## src/rtl/rr_arb8_sel.sv

```systemverilog
// rtl/rr_arb8_sel.sv - round-robin arbiter driving the select of an 8:1 16-bit bus mux
// Grants one of 8 requesters with a tenure cap of MAX_HOLD cycles; all outputs registered.
module rr_arb8_sel #(
  parameter int MAX_HOLD = 4
) (
  input  logic       clk,
  input  logic       reset,
  input  logic [7:0] req,
  output logic [2:0] sel,
  output logic [7:0] gnt,
  output logic       valid,
  output logic       gnt_new
);

  typedef enum logic {IDLE, GRANT} state_t;

  localparam logic [7:0] HOLD_LAST = 8'(MAX_HOLD - 1);

  state_t     state, nstate;
  logic [2:0] ptr, n_ptr, n_sel, pick_idx;
  logic [7:0] cnt, n_cnt, n_gnt, others;
  logic       n_new, take;

  // First requester at or after p in circular order; lowest offset wins.
  function automatic logic [2:0] pick(input logic [7:0] r, input logic [2:0] p);
    logic [2:0] idx;
    pick = p;
    for (int k = 7; k >= 0; k--) begin
      idx = p + 3'(k);
      if (r[idx]) pick = idx;
    end
  endfunction

  assign pick_idx = pick(req, ptr);
  assign others   = req & ~(8'b1 << sel);

  always_ff @(posedge clk or posedge reset) begin
    if (reset) begin
      state   <= IDLE;
      ptr     <= 3'd0;
      cnt     <= 8'd0;
      sel     <= 3'd0;
      gnt     <= 8'd0;
      valid   <= 1'b0;
      gnt_new <= 1'b0;
    end else begin
      state   <= nstate;
      ptr     <= n_ptr;
      cnt     <= n_cnt;
      sel     <= n_sel;
      gnt     <= n_gnt;
      valid   <= |n_gnt;
      gnt_new <= n_new;
    end
  end

  always_comb begin
    nstate = state;
    case (state)
      IDLE:    if (|req) nstate = GRANT;
      GRANT:   if (req == 8'd0) nstate = IDLE;
      default: nstate = IDLE;
    endcase
  end

  always_comb begin
    n_gnt = gnt;
    n_sel = sel;
    n_ptr = ptr;
    n_cnt = cnt;
    n_new = 1'b0;
    take  = 1'b0;
    case (state)
      IDLE: begin
        if (|req) take = 1'b1;
        else      n_gnt = 8'd0;
      end
      GRANT: begin
        if (!req[sel]) begin
          if (|req) take = 1'b1;
          else      n_gnt = 8'd0;
        end else if (cnt < HOLD_LAST) begin
          n_cnt = cnt + 8'd1;
        end else if (|others) begin
          // ptr already points past the owner, so the owner ranks last here
          take = 1'b1;
        end else begin
          n_cnt = 8'd0;
        end
      end
      default: n_gnt = 8'd0;
    endcase
    if (take) begin
      n_gnt = 8'b1 << pick_idx;
      n_sel = pick_idx;
      n_ptr = pick_idx + 3'd1;
      n_cnt = 8'd0;
      n_new = 1'b1;
    end
  end

endmodule
```

## config.mk

```make
export PLATFORM = sky130hd
export DESIGN_NAME = rr_arb8_sel
export DESIGN_NICKNAME = d
export VERILOG_FILES = /design/src/rtl/rr_arb8_sel.sv
export SDC_FILE = /design/constraint.sdc
export NUM_CORES = 1
export LEC_CHECK = 0
export ABC_AREA = 1
export CAP_MARGIN = 20
export CORE_MARGIN = 4
export CORE_UTILIZATION = 43
export DETAILED_ROUTE_END_ITERATION = 10
export GPL_TIMING_DRIVEN = 0
export PLACE_DENSITY = 0.67
export SETUP_SLACK_MARGIN = 0.3
export SYNTH_ARGS = -nofsm -noshare
export SYNTH_HDL_FRONTEND = slang
export SYNTH_SLANG_ARGS = --single-unit
```

## constraint.sdc

```tcl
create_clock -name clk -period 3 [get_ports clk]
set_clock_uncertainty 0.2 [all_clocks]
set_input_delay 0.45 -clock clk [delete_from_list [all_inputs] [get_ports clk]]
set_output_delay 0.45 -clock clk [all_outputs]
set_load 0.005 [all_outputs]
```

-- Word level (Yosys, flattened, before mapping)
Index checks and enable logic that the tools add are counted.
- register bits: 25
- bits of input ports: 10
- output and inout port bits: 13
- add/subtract/negate cells: 9
- $lt $le $gt $ge: 10
- eq/ne operators: 1
- shifts and indexed selects: 2
- muxes and demuxes: 43
- bitwise operators: 3
- reductions and logical operators: 7
- operators with widths (operator ; number):
    8-bit 2-to-1 mux ; 8
    3-bit by 4-bit less-than comparator with 1-bit output, second input constant ; 9
    1-bit binary-select mux with 3-bit select ; 9
    3-bit 2-to-1 mux ; 8
    8-bit OR reduction ; 3
    8-bit one-hot mux with 2 select lines ; 1
    1-bit by 3-bit << shifter with 8-bit output, first input constant ; 2
    1-bit 2-to-1 mux ; 15
    3-bit adder, second input constant ; 4
    8-bit by 1-bit adder with 8-bit output, second input constant ; 1
    8-bit AND ; 1
    8-bit zero test ; 1
    8-bit by 2-bit less-than comparator with 1-bit output, second input constant ; 1
    8-bit NOT ; 1
    3-bit by 1-bit adder with 3-bit output, second input constant ; 2
    3-bit by 2-bit adder with 3-bit output, second input constant ; 2
    1-bit one-hot mux with 2 select lines ; 2
    2-bit nonzero test ; 2
    3-bit inequality test, second input constant ; 1
    3-bit AND reduction ; 1
    1-bit NOT ; 1

-- Longest topological paths before layout
- depth in word-level cells: 14
- mapped depth: 27
- gate-level depth less buffers: 25

-- Worst setup path before layout
Ideal clock, no wire load.
- path kind: flip-flop to flip-flop
- start point: register ptr[0]
- end point: register valid
- library setup time: 0.119 ns
- data arrival time: 2.565 ns
- required time: 2.681 ns
- setup slack: 0.116 ns
- cell stages (with the launch flop): 28
- path buffers: 2
- path through: dfrtp_1 > buf_6 > inv_4 > buf_8 > ha_1 > inv_2 > nand3_1 > nand3_2 > nand2_1 > nand2_1 > nand3_1 > nand2_1 > nand2_1 > nand2_1 > nand2_1 > nand2_1 > nand2_2 > nand2_4 > inv_2 > nand2_2 > inv_1 > ha_1 > inv_1 > o22ai_1 > inv_1 > o211ai_1 > nor2_1 > nand2_1
- longest elaborated chain between the ends: 14
- elaborated cells on any way between the ends: 34
- classes of those cells: add/sub (7); shift (1); mux (25); reduce/logical (1)
- ends and longest elaborated chain (item ; line ; RTL):
    start, declared ; 20 ; logic [2:0] ptr, n_ptr, n_sel, pick_idx;
    start signal, assigned ; 48 ; ptr <= n_ptr;
    3-bit adder ; 29 ; idx = p + 3'(k);
    1-bit binary-select mux with 3-bit select ; 30 ; if (r[idx]) pick = idx;
    1-bit 2-to-1 mux (implied by the code) ; 30 ;
    3-bit 2-to-1 mux (7 in a row) ; 30 ;
    3-bit 2-to-1 mux (*) ; 30 ;
    1-bit by 3-bit << shifter with 8-bit output (*) ; 94 ; n_gnt = 8'b1 << pick_idx;
    8-bit 2-to-1 mux (*) ; 93 ; if (take) begin
    via n_gnt[3] ; 21 ; logic [7:0] cnt, n_cnt, n_gnt, others;
    8-bit OR reduction (*) ; 52 ; valid <= |n_gnt;
    end signal, assigned ; 52 ;
    end, declared ; 11 ; output logic valid,
Mark *: on every way through the listed nets, which the timed path passes. The rest lies on a longest branch. The select of a mux whose other input is x is not followed.
A chain may end at the register's enable or synchronous reset.

-- Worst setup path after layout
- start point: register ptr[0]
- end point: register valid
- longest elaborated chain between the ends: 14
- elaborated cells on any way between the ends: 34
- classes of those cells: add/sub (7); shift (1); mux (25); reduce/logical (1)
- ends and longest elaborated chain (item ; line):
    3-bit adder ; 29
    1-bit binary-select mux with 3-bit select ; 30
    1-bit 2-to-1 mux (implied by the code) ; 30
    3-bit 2-to-1 mux (7 in a row) ; 30
    3-bit 2-to-1 mux (*) ; 30
    1-bit by 3-bit << shifter with 8-bit output (*) ; 94
    8-bit 2-to-1 mux (*) ; 93
    8-bit OR reduction (*) ; 52
Mark *: on every way between the ends. The rest lies on a longest branch, timed or not. The select of a mux whose other input is x is not followed.

==> flow_summary.yaml <==
yosys:
  yosysWarnings: 0
  yosysTopAreaCell: "dfrtp_1"
  syn-mean-instance-area_um2: 6.785
  netlist_area_um2: 1927
  synthCells: 284
  synth.yosys.seq_area_share_pct: 32.47
  synth.ff_latch_count: 25
  synth_cell_type_count: 30
  yosys.area.top_type_share_pct: 32.47
  syn-num-nets: 298
  yosys-top-cells-area: "dfrtp_1 32%, nand2_1 13%, nand3_1 9.1%"
worst_setup_path:
  end_kind: "flip-flop"
  crit_fanout: 6
  timing.rr.start: "ptr[0]"
  worst_ep_required_time_ns: 2.97
  r2r_slack_ns: 0.21
  ff2ff_path_depth: 22
  critPathKind: "flip-flop to flip-flop"
  critPathArrivalTime_ns: 2.76
  r2r_end: "valid"
  cp-start-kind: "flip-flop"
sta:
  setup_violations: 0
  finalHoldViolCount: 0
  tightest_slew_ns: 0.9234
  min_period_ns: 2.795
  rsz0062_at_grt: "true"
  fmax_mhz: 357.8
  finalMaxSlewViolations: 0
  period_share_pct: 93.16
  hold_slack_ns: 0.2925
  slew_headroom_pct: 38.37
grt:
  grt_util_met2_pct: 29.30
  grt_pass1_wl_um: 7672
  busiest_layer: "met2"
  antenna_found_initial: 0
  grt_use_met1_pct: 23.67
  grt_pass1_vias: 1754
  grtUsageMet3_pct: 2.003
  grt_max_degree: 26
  grt_overflow_total: 0
  track_usage_pct: 17.47
cts:
  clock_latency_ns: 0.27
  htreeDepth: 1
  clock_sinks: 25
  numCtsBuffers: 3
  ctsHoldBuffers: 0
  cts_root_buf: "clkbuf_8"
  clk_pin_slew_ns: 0.09
  cts_tree: "yes"
  clockBufferDepth: 2
outcome:
  outcome: "finished, final reports clean"
floorplanning:
  dieHeight_um: 74.94
  rows: 24
  pin_count: 23
  die_x_um: 74.94
  core_area_um2: 4354
  start_util_pct: 44.25
  dieArea_um2: 5616
routing:
  drt_pass1_iterations: 4
  wl_per_cell_um: 12.66
  drt_iter0_markers: 142
  drt-total-wl_um: 4724
  drc: 0
  via_count: 1870
  viasPerCell: 5.013
  ant_nets: 0
finish:
  n_antenna_cell: 0
  post-route-util_pct: 58.79
  final_common_cell: "nand2_1"
  fin_nets: 336
  final_cell_mix: "61 x nand2_1, 40 x inv_1, 25 x dfrtp_1"
  area_delta_synth_final_pct: 32.86
  drive_gt1_share_pct: 28.66
  finalInstanceArea_um2: 2560
place:
  dpl.hpwl_um: 3324
  dpl_cell_area_um2: 2262
  numPortBuffers: 22
  globalplace.congestion: 0.8489
min_path:
  worstHoldStart: "cnt[0]"
  holdCritPathClass: "flip-flop to flip-flop"
  hold_path_depth: 1
  min_to: "cnt[0]"
run:
  max_cap_violations: 0
[synth_stat cells (all sizes together)]
cell,instances
nor4,1
a41oi,1
a21oi,11
dfrtp,25
nand2,83
o22ai,1
nor3,1
o211ai,1
nor2,29
mux2i,1
xor2,2
inv,53
nand3,42
or4,2
nand4,3
o21ai,16
a31oi,1
ha,4
buf,6
xnor2,1
[layout make-up]
type	count	area [um2]
multi-input combinational	200	1237
inverter	53	216.5
fill	411	1794
buffer	6	62.56
timing repair buffer	33	306.5
clock inverter	1	5.005
tap	52	65.06
clock buffer	3	41.29
sequential	25	625.6
[critical path: stages, from the launching register on]
cell     delay, ns
dfrtp_1       0.38
buf_6         0.12
inv_4         0.03
buf_12        0.11
ha_4          0.35
nand3_2       0.13
nand3_2       0.12
nand2_4       0.06
a21oi_1       0.13
nand2_1       0.07
nand2_1       0.05
nand2_1       0.04
nand2_1       0.05
nand2_1       0.05
nand2_2       0.08
nand2_4       0.05
buf_4         0.16
nand2_4       0.10
nor2_4        0.04
nor2_2        0.13
nand2_1       0.07
nor2_1        0.12
nand2_1       0.06
[layer usage]
layer / share of wire [%] / wire (um) / vias to the layer above
li1: - / - / 969
met1: 47 / 2220 / 843
met2: 47 / 2228 / 51
met3: 4.7 / 222 / 7
met4: 1.1 / 52 / 0
met5: 0 / 0 / -
[flip-flops by register name, indices dropped and copies added (netlist names)]
| name | flops |
|---|---|
| sel | 3 |
| cnt | 8 |
| state | 1 |
| valid | 1 |
| ptr | 3 |
| gnt_new | 1 |
| gnt | 8 |
[cell families (layout without fill, tap and decap cells)]
logic type / Yosys count / after routing / share of synthesized area [%]
fa+ha+maj: 4 / 4 / 2.598
simple gates: 161 / 161 / 41.04
mux: 1 / 1 / 0.5195
buf+inv: 59 / 96 / 13.51
compound gates: 31 / 31 / 8.507
flops: 25 / 25 / 32.47
xor+xnor: 3 / 3 / 1.364
[worst max path at each step]
stage               depth (start not counted)    from  endpoint  slack, ns
CTS                                        26  ptr[0]     valid       0.21
detailed placement                         24  req[4]     valid      -0.09
global placement                           23  req[4]     valid      -0.09
floorplan                                  27  ptr[0]     valid       0.32
global route                               24  ptr[0]     valid      0.005
finish                                     22  ptr[0]     valid       0.21
[repair_timing]
action / in CTS / in global routing
setup buffers: 7 / 4
setup endpoints to repair: 3 / 11
gates resized for setup: 19 / 18
pin swaps: 13 / 12
hold endpoints to repair: 0 / 0
[stage by stage]
step / setup WS, ns / std cells / setup TNS (ns)
after floorplan: 0.3175 / 284 / 0
after CTS: 0.2075 / 369 / 0
final: 0.2053 / 373 / 0
after detailed placement: -0.08786 / 358 / -0.08786
after global placement: -0.09189 / 358 / -0.09189
after global routing: 0.004720 / 373 / 0
Power is not shown: default switching activity piles up to over one toggle a cycle in this logic, so the estimate is an artifact.
